## config.mk

```make
export PLATFORM = sky130hd
export DESIGN_NAME = wb_spiflash
export DESIGN_NICKNAME = d
export VERILOG_FILES = /design/src/rtl/wb_spiflash.sv
export SDC_FILE = /design/constraint.sdc
export NUM_CORES = 1
export LEC_CHECK = 0
export ABC_AREA = 1
export CAP_MARGIN = 20
export CORE_ASPECT_RATIO = 0.6
export CORE_MARGIN = 2
export CORE_UTILIZATION = 49
export DETAILED_ROUTE_END_ITERATION = 10
export PLACE_DENSITY = 0.75
export SYNTH_ARGS = -nofsm -noshare
export SYNTH_HDL_FRONTEND = slang
export SYNTH_SLANG_ARGS = --single-unit
export TNS_END_PERCENT = 50
```

## constraint.sdc

```tcl
create_clock -name clk -period 6.3 [get_ports clk]
set_input_delay 0.63 -clock clk [delete_from_list [all_inputs] [get_ports clk]]
set_output_delay 0.63 -clock clk [all_outputs]
set_load 0.02 [all_outputs]
```

## src/rtl/wb_spiflash.sv

```systemverilog
// wb_spiflash: read-only Wishbone slave mapping an SPI NOR flash into the CPU address space.
// Each Wishbone read runs one READ (0x03) frame and returns one big-endian 32-bit word;
// writes are acknowledged without touching the flash.
//
// Handshake: a request is accepted when wb_cyc_i & wb_stb_i are high while wb_ack_o is low
// and the FSM is IDLE. wb_ack_o is a single-cycle pulse; a read whose master drops cyc/stb
// before the frame finishes completes on the SPI side but is neither acked nor stored.
//
// Ports:
//   clk, reset            system clock, asynchronous active-high reset
//   wb_adr_i [31:0]       byte address, bits [23:2] form the frame address
//   wb_dat_i [31:0]       write data (ignored)
//   wb_dat_o [31:0]       read data, held until the next completed read
//   wb_sel_i [3:0]        byte select (ignored)
//   wb_stb_i, wb_cyc_i    Wishbone strobe / cycle
//   wb_we_i               write enable
//   wb_ack_o              acknowledge pulse
//   spi_sck, spi_cs_n     SPI mode-0 clock and active-low chip select
//   spi_mosi, spi_miso    SPI data out / in
module wb_spiflash #(
    parameter int clk_div   = 2,   // SCK half-period in clk cycles (1..255)
    parameter int cs_gap    = 4,   // minimum cs_n high time between frames (1..255)
    parameter int adr_width = 24   // flash address bits carried in the frame
) (
    input  logic        clk,
    input  logic        reset,
    input  logic [31:0] wb_adr_i,
    input  logic [31:0] wb_dat_i,
    output logic [31:0] wb_dat_o,
    input  logic [3:0]  wb_sel_i,
    input  logic        wb_stb_i,
    input  logic        wb_cyc_i,
    input  logic        wb_we_i,
    output logic        wb_ack_o,
    output logic        spi_sck,
    output logic        spi_cs_n,
    output logic        spi_mosi,
    input  logic        spi_miso
);

    typedef enum logic [2:0] {
        IDLE,
        SETUP,
        SHIFT,
        DONE,
        GAP
    } state_t;

    localparam logic [7:0] DIV_LAST = 8'(clk_div - 1);
    localparam logic [7:0] GAP_LAST = 8'(cs_gap - 1);

    state_t      state_q, state_d;
    logic [7:0]  div_q,   div_d;     // clk cycles spent in current phase
    logic [5:0]  bit_q,   bit_d;     // index of the bit sampled on the last SCK rise
    logic        sck_q,   sck_d;
    logic        cs_n_q,  cs_n_d;
    logic        ack_q,   ack_d;
    logic [63:0] tx_q,    tx_d;
    logic [31:0] rx_q,    rx_d;
    logic [31:0] dat_q,   dat_d;
    logic        req;

    // Write data, byte selects and address bits outside the frame are never used.
    logic unused_ok;
    assign unused_ok = ^{wb_dat_i, wb_sel_i, wb_adr_i[31:adr_width], wb_adr_i[1:0]};

    assign req      = wb_cyc_i & wb_stb_i;
    assign wb_dat_o = dat_q;
    assign wb_ack_o = ack_q;
    assign spi_sck  = sck_q;
    assign spi_cs_n = cs_n_q;
    // Command and address shift out MSB first; zeros fill in behind, so MOSI is 0 for the data phase.
    assign spi_mosi = tx_q[63];

    always_ff @(posedge clk or posedge reset) begin
        if (reset) begin
            state_q <= IDLE;
            div_q   <= '0;
            bit_q   <= '0;
            sck_q   <= 1'b0;
            cs_n_q  <= 1'b1;
            ack_q   <= 1'b0;
            tx_q    <= '0;
            rx_q    <= '0;
            dat_q   <= '0;
        end else begin
            state_q <= state_d;
            div_q   <= div_d;
            bit_q   <= bit_d;
            sck_q   <= sck_d;
            cs_n_q  <= cs_n_d;
            ack_q   <= ack_d;
            tx_q    <= tx_d;
            rx_q    <= rx_d;
            dat_q   <= dat_d;
        end
    end

    always_comb begin
        state_d = state_q;
        div_d   = div_q;
        bit_d   = bit_q;
        sck_d   = sck_q;
        cs_n_d  = cs_n_q;
        ack_d   = 1'b0;
        tx_d    = tx_q;
        rx_d    = rx_q;
        dat_d   = dat_q;

        case (state_q)
            IDLE: begin
                if (req && !ack_q) begin
                    if (wb_we_i) begin
                        ack_d = 1'b1;
                    end else begin
                        tx_d    = {8'h03, wb_adr_i[adr_width-1:2], 2'b00, 32'h0};
                        cs_n_d  = 1'b0;
                        div_d   = '0;
                        bit_d   = '0;
                        state_d = SETUP;
                    end
                end
            end

            SETUP: begin
                if (div_q == DIV_LAST) begin
                    // Leaving setup is the first SCK rise: sample bit 0.
                    div_d   = '0;
                    sck_d   = 1'b1;
                    rx_d    = {rx_q[30:0], spi_miso};
                    state_d = SHIFT;
                end else begin
                    div_d = div_q + 8'd1;
                end
            end

            SHIFT: begin
                if (div_q == DIV_LAST) begin
                    div_d = '0;
                    if (sck_q) begin
                        sck_d = 1'b0;
                        tx_d  = {tx_q[62:0], 1'b0};
                    end else if (bit_q == 6'd63) begin
                        // Low half of the 64th period is over: frame complete.
                        cs_n_d  = 1'b1;
                        state_d = DONE;
                        if (req) begin
                            dat_d = rx_q;
                            ack_d = 1'b1;
                        end
                    end else begin
                        sck_d = 1'b1;
                        rx_d  = {rx_q[30:0], spi_miso};
                        bit_d = bit_q + 6'd1;
                    end
                end else begin
                    div_d = div_q + 8'd1;
                end
            end

            DONE: begin
                div_d   = '0;
                state_d = GAP;
            end

            GAP: begin
                if (div_q == GAP_LAST) begin
                    div_d   = '0;
                    state_d = IDLE;
                end else begin
                    div_d = div_q + 8'd1;
                end
            end

            default: state_d = IDLE;
        endcase
    end

endmodule
```

==> results of run 1 <==
==> state kept, by name, summed over array words and instances, names as in the netlist <==
register,count
spi_cs_n,1
rx_q,32
bit_q,6
state_q,3
spi_sck,1
tx_q,30
wb_dat_o,32
div_q,8
wb_ack_o,1
==> logic make-up (layout without fill, tap and decap cells) <==
group / after synthesis / in the layout / share of synthesized area, %
xor+xnor: 3 / 3 / 0.490
simple gates: 466 / 466 / 37.7
compound gates: 15 / 15 / 1.73
fa+ha+maj: 3 / 3 / 0.700
flops: 114 / 114 / 53.2
buf+inv: 58 / 122 / 6.21
==> Yosys cell counts <==
library cell and n:
sky130_fd_sc_hd__nand2_2 2, sky130_fd_sc_hd__nor3_2 1, sky130_fd_sc_hd__dfrtp_1 113, sky130_fd_sc_hd__ha_1 3
sky130_fd_sc_hd__dfstp_2 1, sky130_fd_sc_hd__buf_6 10, sky130_fd_sc_hd__buf_2 15, sky130_fd_sc_hd__nor2_4 5
sky130_fd_sc_hd__nand4_1 2, sky130_fd_sc_hd__xor2_1 3, sky130_fd_sc_hd__nor2_1 18, sky130_fd_sc_hd__buf_4 5
sky130_fd_sc_hd__nor2_8 1, sky130_fd_sc_hd__o21ai_1 1, sky130_fd_sc_hd__clkbuf_1 2, sky130_fd_sc_hd__o21ai_0 6
sky130_fd_sc_hd__o31ai_1 2, sky130_fd_sc_hd__nand2_4 3, sky130_fd_sc_hd__o21bai_1 2, sky130_fd_sc_hd__nand3_4 1
sky130_fd_sc_hd__a21oi_1 1, sky130_fd_sc_hd__inv_2 4, sky130_fd_sc_hd__nand3b_1 1, sky130_fd_sc_hd__nand3_1 118
sky130_fd_sc_hd__o211ai_1 3, sky130_fd_sc_hd__inv_1 21, sky130_fd_sc_hd__nand2_1 309, sky130_fd_sc_hd__nor3_1 2
sky130_fd_sc_hd__nand3_2 1, sky130_fd_sc_hd__inv_4 1, sky130_fd_sc_hd__or2_2 2
==> cells in the final DEF (no fill, tap or decap), drive strengths merged <==
| master | n |
|---|---|
| dfstp | 1 |
| o211ai | 3 |
| nor3 | 3 |
| inv | 28 |
| clkinv | 7 |
| a21oi | 1 |
| o21bai | 2 |
| nor2 | 24 |
| nand3 | 120 |
| nand2 | 314 |
| nand3b | 1 |
| clkdlybuf4s50 | 63 |
| xor2 | 3 |
| clkbuf | 17 |
| o21ai | 7 |
| o31ai | 2 |
| or2 | 2 |
| ha | 3 |
| clkinvlp | 6 |
| buf | 1 |
| nand4 | 2 |
| dfrtp | 113 |
==> where the power goes <==
| part | total [W] | internal, W | switching [W] |
|---|---|---|---|
| Combinational | 0.0000400 | 0.0000170 | 0.0000230 |
| Sequential | 0.000740 | 0.000737 | 0.00000347 |
| Clock | 0.000866 | 0.000503 | 0.000363 |
==> metrics by stage <==
step	instance area (um^2)	utilization, %	power, W	setup slack [ps]
floorplan	5360	-	0.000770	2660
global placement	5950	56.1	0.000793	3350
detailed placement	5950	56.1	0.000794	3250
CTS	6480	61.2	0.00166	3250
global route	6480	61.2	0.00170	3030
finish	6480	61.2	0.00165	3280
==> layer usage <==
metal | share of wire, % | GRT usage, % | vias up
li1 | - | - | 2204
met1 | 47 | 29.5 | 2153
met2 | 46 | 32.0 | 153
met3 | 5.6 | 4.63 | 18
met4 | 1.3 | 8.08 | 0
met5 | 0 | 0 | -
==> cell type report <==
cell class	count	area, um^2
inverter	26	103
sequential	114	2850
timing repair buffer	64	638
clock buffer	17	425
clock inverter	15	113
fill	900	4110
tap	139	174
multi-input combinational	487	2180
==> worst max path at each step <==
stage / end / slack (ps) / cells past startpoint
global placement: wb_dat_o[7]$_DFFE_PP0P_ / 3350 / 8
detailed placement: wb_dat_o[7]$_DFFE_PP0P_ / 3250 / 8
floorplan: bit_q[0]$_DFFE_PP0P_ / 2660 / 1
finish: wb_dat_o[7]$_DFFE_PP0P_ / 3280 / 8
global route: wb_dat_o[12]$_DFFE_PP0P_ / 3030 / 8
CTS: wb_dat_o[7]$_DFFE_PP0P_ / 3250 / 8
==> worst min-delay path, stage by stage (launching register included) <==
cell and delay (ps):
sky130_fd_sc_hd__dfrtp_1 340, sky130_fd_sc_hd__nand2_1 50, sky130_fd_sc_hd__nand2_1 50
==> summary by stage, run 1 <==
Setup path
Counting both buffers and inverters, the worst setup path holds a total of 2. The type of the worst setup path is reg2reg. STA puts the critical path data arrival time at around 3300 ps. Traced cell by cell, the critical path runs through inv_1 -> nand3_4 -> inv_4 -> nand2_4 -> nor2_4 -> nand2_4 -> nand2_1 -> nand2_1. Across all register-to-register paths, the minimum setup slack is 3280 ps. The worst register-to-register path begins at state_q[0]$_DFFE_PP0P_. The highest-delay cell along the critical path is sky130_fd_sc_hd__nor2_4. The required time at the worst-slack endpoint is 6600 ps. Along the worst path, the maximum fanout reaches 35. For this run, the slowest stage of the critical path takes about 700 ps. STA classifies the critical path endpoint as a register. The endpoint identified for the worst register-to-register timing path is wb_dat_o[7]$_DFFE_PP0P_. The cell type group with the largest total delay on the critical path is simple AND/OR/NAND/NOR gates. Measured in cells, the most critical reg-to-reg path has a length of 8.

Tracing the worst setup path back leads to its startpoint at state_q[0]$_DFFE_PP0P_. The worst setup path is launched from a register.

Clock network
The clock passes through at most 2 buffers. TritonCTS created 17 clock buffers. The number of buffers inserted by post-CTS setup repair is 0. After clock tree synthesis, the flow added hold-fix buffers numbering 0. For the worst-skew pair, the clock arrives at the later sink with an insertion delay of roughly 400 ps. The count of instances resized after the clock tree is built is 0. TritonCTS built the clock tree.

Clock-pin slew was measured on the worst setup and hold paths at roughly 60 ps. The clock root buffer is sky130_fd_sc_hd__clkbuf_16. The number of sinks driven by the clock tree is around 110. The H-tree generated during clock tree synthesis spans 4 levels.

STA
The count of pins over their slew limit is 0. The post-route clock skew is ~11 ps. After routing, the total negative slack on setup checks comes to 0 ps. Counting I/O delays and the setup requirement, the final critical path takes 3020 ps. Setup violations remaining at the end of the flow were counted as 0. The worst pin sits at a relative slew slack of a little under two fifths. The worst path uses a little under half of the clock period. Setup repair after global routing left no endpoint under its margin. Based on the critical path, the design can be clocked at up to 331 MHz. The total count of hold-check failures in the final report came to 0. The smallest hold slack is around 460 ps.

The pin slew with the least headroom to its limit is between 900 and 1000 ps.

Flow run
Across the run, the number of max-cap violations was 0.

Placement
The wire-length estimate of the detail-placed layout is slightly above 7 mm. Port buffering added 63 buffers. The number of placed instances, taps included, is 830. At the end of routability-driven placement, the weighted congestion stood at 0.812.

Synthesis
The synthesized design devotes to its leading area cell type between 50% and 60% of total area. The count of different cell masters after synthesis is 31. The total nets after synthesis is 736. The post-synthesis cell type with the largest combined area is sky130_fd_sc_hd__dfrtp_1. The number of standard cells after synthesis is 659.

Of the synthesized area, sequential elements account for a little over half. Ranked by total cell area, the synthesized netlist is headed by sky130_fd_sc_hd__dfrtp_1, sky130_fd_sc_hd__nand2_1, sky130_fd_sc_hd__nand3_1, sky130_fd_sc_hd__buf_6, sky130_fd_sc_hd__inv_1. The yosys synthesis warning count is 0. In this run the cell area of the synthesized design comes to approximately 0.0054 mm^2. Averaged over all synthesized cells, the footprint is a little over 8 um^2.

The number of register bits inferred by synthesis is 114.

Detailed routing
The average wire length per cell after detail routing is 13.6 um. The count of antenna-violating nets left after detailed routing is 0. For this block, the via count after detailed routing is around 4500. The length of the first detailed-routing pass in iterations is 5. After detailed routing, the number of remaining DRC violations is 0.

After detailed routing, the total wire length is about 12 mm. The detailed router finished its first iteration with 333 violations. The via density per instance is 5.25.

Power and ir drop
The largest voltage drop on the vdd net is a little over 0.2 mV. The leakage power is 3.44 nW. The power density over cell area is 254 mW/mm^2.

Die
The die covers roughly 0.012 mm^2. The die width is between 100 and 150 um. The die height is roughly 85 um.

The I/O pin count is 110. The starting utilization of the core area is 50.6%. The core region area is about 0.011 mm^2.

Row generation in the floorplan step produced 29 rows.

Global routing
The largest net degree at the start of global routing is 78. The number of antenna violations at the first check in global routing is 0. The aggregate global routing overflow is 0. The combined global-route utilization of all metal layers is 20.9%. The via count of the first global-routing pass was between 4000 and 5000. The first global-routing pass estimated approximately 20 mm of wire.

Min path
Counting instances, the worst hold path has a depth of 2. The worst hold path class is reg2reg. The start point of the worst min-delay path is tx_q[56]$_DFFE_PP0P_. The worst min-delay path endpoint is tx_q[56]$_DFFE_PP0P_.

Cells and area
The count of cells in the finished layout, fillers not included, comes to 862. The number of antenna diodes in the final layout is 0. The share of post-route cells with drive strength above 1 is around 7.7%. The post-layout net count is 787.

The area added between synthesis and finish is 20.9%.

Status
The flow ran to the end, and the final reports show no timing, DRC or antenna violations.
(Power assumes the default switching activity.)
==> run 2: changes to the inputs <==
Settings changed: CORE_UTILIZATION 49 to 47.
Clock period 6.3 ns to 2.5 ns, I/O delays scaled along.
==> summary by stage, run 2 (synthesis results as in run 1) <==
Placement
The weighted congestion reported at the end of routability-driven placement is 0.824 (+1.4%). The number of buffer cells added on primary ports was 63 (unchanged). The number of cells after detailed placement is 845 (+1.8%). The half-perimeter wire length after placement is 7.91 mm (+9.9%).

Detailed routing
The via density per instance came to 5.26 (+0.13%). In this run the top signal layer used is met4. The count of antenna-violating nets left after detailed routing is 0 (unchanged). The average wire length per cell after detail routing was 14.0 um (+3.4%). The via count of the routed design is 4613 (+1.9%). The routed length on met2 is 5.83 mm (+8.0%). The routed wire length on met3 is 638 um (-3.0%). The length of the first detailed-routing pass in iterations is 5 (unchanged). The DRC violation count after routing is 0 (unchanged).

The detailed-route wire length on metal 1 is 5.63 mm (+2.7%). The total routed wirelength was 12.3 mm (+5.2%). The DRC violation total after the first TritonRoute iteration is 406 (+22%).

Cells and area
The register area was 0.00285 mm^2 (unchanged). The library cell used most frequently in the layout, excluding fill and tap cells, is sky130_fd_sc_hd__nand2_1. In the layout the commonest cells are sky130_fd_sc_hd__nand2_1, sky130_fd_sc_hd__nand3_1, sky130_fd_sc_hd__dfrtp_1. The area added between synthesis and finish is 26.1%. The diode insertion count for antenna repair is 0 (unchanged). The share of post-route cells with drive strength above 1 came to 8.73% (+0.99 points).

The fill cell instance count of the final layout is 933 (+3.7%). The number of non-filler instances in the completed layout is 877 (+1.7%). The post-layout net count is 797 (+1.3%). The area of the multi-input gates is 0.00218 mm^2 (unchanged).

STA
The post-route clock skew is 6.46 ps (-4.57 ps). The setup-violating endpoint count in the final report came to 0 (unchanged). The post-route fraction of the period consumed by the critical path is 87.2% (+39 points).

The clock period minus worst slack was 2180 ps (-838 ps). The fmax is 458 MHz (+38%). The count of pins over their slew limit is 0 (unchanged). The total count of hold-check failures in the final report came to 0 (unchanged). The setup total negative slack is 0 ps (unchanged). The normalized max-slew margin is 56.2% (+19 points).

Setup repair after global routing left no endpoint under its margin. The pin slew with the least headroom to its limit is 653 ps (-294 ps).

Min path
The worst hold path class is in2async.

Setup path
The required time at the worst-slack endpoint was 2790 ps (-3810 ps). The highest-delay cell along the critical path is sky130_fd_sc_hd__dfrtp_1. STA classifies the critical path endpoint as a register. The cell count along the critical path is 9 (+1).

The maximum net fanout on the critical path is 33 (-5.7%). The arrival time at the worst endpoint is 2470 ps (-850 ps). The endpoint identified for the worst register-to-register timing path is wb_dat_o[7]$_DFFE_PP0P_.

By startpoint and endpoint, the worst setup path is classified as reg2reg. The worst setup path is launched from a register. The critical path ends at wb_dat_o[7]$_DFFE_PP0P_.

The number of cells on the worst reg-to-reg path is 9 (+1). The start of the worst register-to-register path is state_q[0]$_DFFE_PP0P_. The highest cell delay on the worst timing path came to 410 ps (-290 ps).

The worst reg-to-reg setup slack is 320 ps (-2960 ps). The number of buffer and inverter instances along the worst setup path was 3 (+1). The most critical setup path has its startpoint at state_q[0]$_DFFE_PP0P_. The critical path goes through inv_1 -> nand3_4 -> inv_4 -> nand2_4 -> nor2_4 -> buf_4 -> nand2_4 -> nand2_1 -> nand2_1. On the critical path the largest part of the delay comes from simple AND/OR/NAND/NOR gates.

Clock network
The count of instances resized after the clock tree is built was 0 (unchanged). The number of sinks driven by the clock tree was 114 (unchanged). The clock buffer count from CTS is 17 (unchanged). The TritonCTS clock tree is done.

The clock-pin slew of the registers on the worst-case setup and hold paths was 50 ps (about the same). The clock root buffer is sky130_fd_sc_hd__clkbuf_16. The number of buffers inserted by post-CTS setup repair is 0 (unchanged).

The clock latency at the later pin of the worst-skew pair is 410 ps (about the same). The maximum clock path buffer count is 2 (unchanged). The hold-fix buffer count after cts is 0 (unchanged). The H-tree depth came to 4 (unchanged).

Global routing
The first-pass GRT wire length is 21.2 mm (+6.0%). The aggregate global routing overflow was 0 (unchanged). The largest net degree at the start of global routing is 48 (-38%). The combined global-route utilization of all metal layers is 21.9% (+1.0 points). The via count of the first global-routing pass came to 4486 (+7.1%). The number of antenna violations at the first check in global routing was 0 (unchanged).

Die
The row count is 30 (+3.4%). The die outline area is 0.0123 mm^2 (+4.1%). The core region area is 0.0112 mm^2 (+5.9%).

The I/O pin count is 110 (unchanged). The starting utilization of the core area is 47.8% (-2.8 points). The die width is 142 um (+2.0%). The die height was 86.8 um (+2.0%).

Status
The flow ran to the end, and the final reports show no timing, DRC or antenna violations.

Power and ir drop
The leakage power is 3.59 nW (+4.4%). The largest voltage drop on the vdd net is 0.471 mV (+130%). The power density over cell area was 721 mW/mm^2 (+180%).

Flow run
The max capacitance violation total is 0 (unchanged).
run 2: cell count changes in the layout (fill, tap and decap cells not counted):
cell and change:
sky130_fd_sc_hd__inv_4 -1, sky130_fd_sc_hd__clkbuf_8 +4, sky130_fd_sc_hd__clkinv_4 -4, sky130_fd_sc_hd__clkinv_2 -2, sky130_fd_sc_hd__buf_4 +8, sky130_fd_sc_hd__clkbuf_1 +2, sky130_fd_sc_hd__bufinv_16 +7, sky130_fd_sc_hd__clkinvlp_4 -4
sky130_fd_sc_hd__inv_6 -2, sky130_fd_sc_hd__buf_12 +2
run 2: how the worst min path moves through the flow:
stage | startpoint | endpoint | cells past startpoint
final | reset | div_q[5]$_DFFE_PP0P_ | 2
after global routing | reset | wb_dat_o[8]$_DFFE_PP0P_ | 2
after CTS | reset | wb_dat_o[8]$_DFFE_PP0P_ | 2
after detailed placement | spi_cs_n$_DFFE_PP1P_ | spi_cs_n$_DFFE_PP1P_ | 2
after global placement | tx_q[55]$_DFFE_PP0P_ | tx_q[55]$_DFFE_PP0P_ | 2
after floorplan | wb_adr_i[2] | tx_q[34]$_DFFE_PP0P_ | 2
run 2: per-stage QoR:
step	power [W]	utilization, %	setup slack (ps)	instance area, um^2	hold WS (ps)
floorplan	0.00194	-	865	5370	395
global placement	0.00201	53.9	398	6050	448
detailed placement	0.00201	53.9	312	6050	452
CTS	0.00493	60.3	301	6760	246
global route	0.00502	60.3	119	6760	278
finish	0.00488	60.3	319	6760	245
run 2: power by group:
part | switching, W | internal (W)
clock network | 0.000822 | 0.00208
registers | 0.00000908 | 0.00186
logic | 0.0000607 | 0.0000515
run 2: per-layer routing:
layer / vias to the layer above / GRT usage [%]
met1: 2216 / 29.1
met3: 22 / 5.30
met4: 0 / 8.64
met5: - / 0
met2: 145 / 35.1
li1: 2230 / -
run 2: area by class of cell:
class | instances | area share (%)
timing repair buffer | 74 | 10.9
sequential | 114 | 42.2
clock inverter | 9 | 3.29
tap | 144 | 2.66
multi-input combinational | 487 | 32.2
clock buffer | 23 | 7.21
inverter | 26 | 1.54
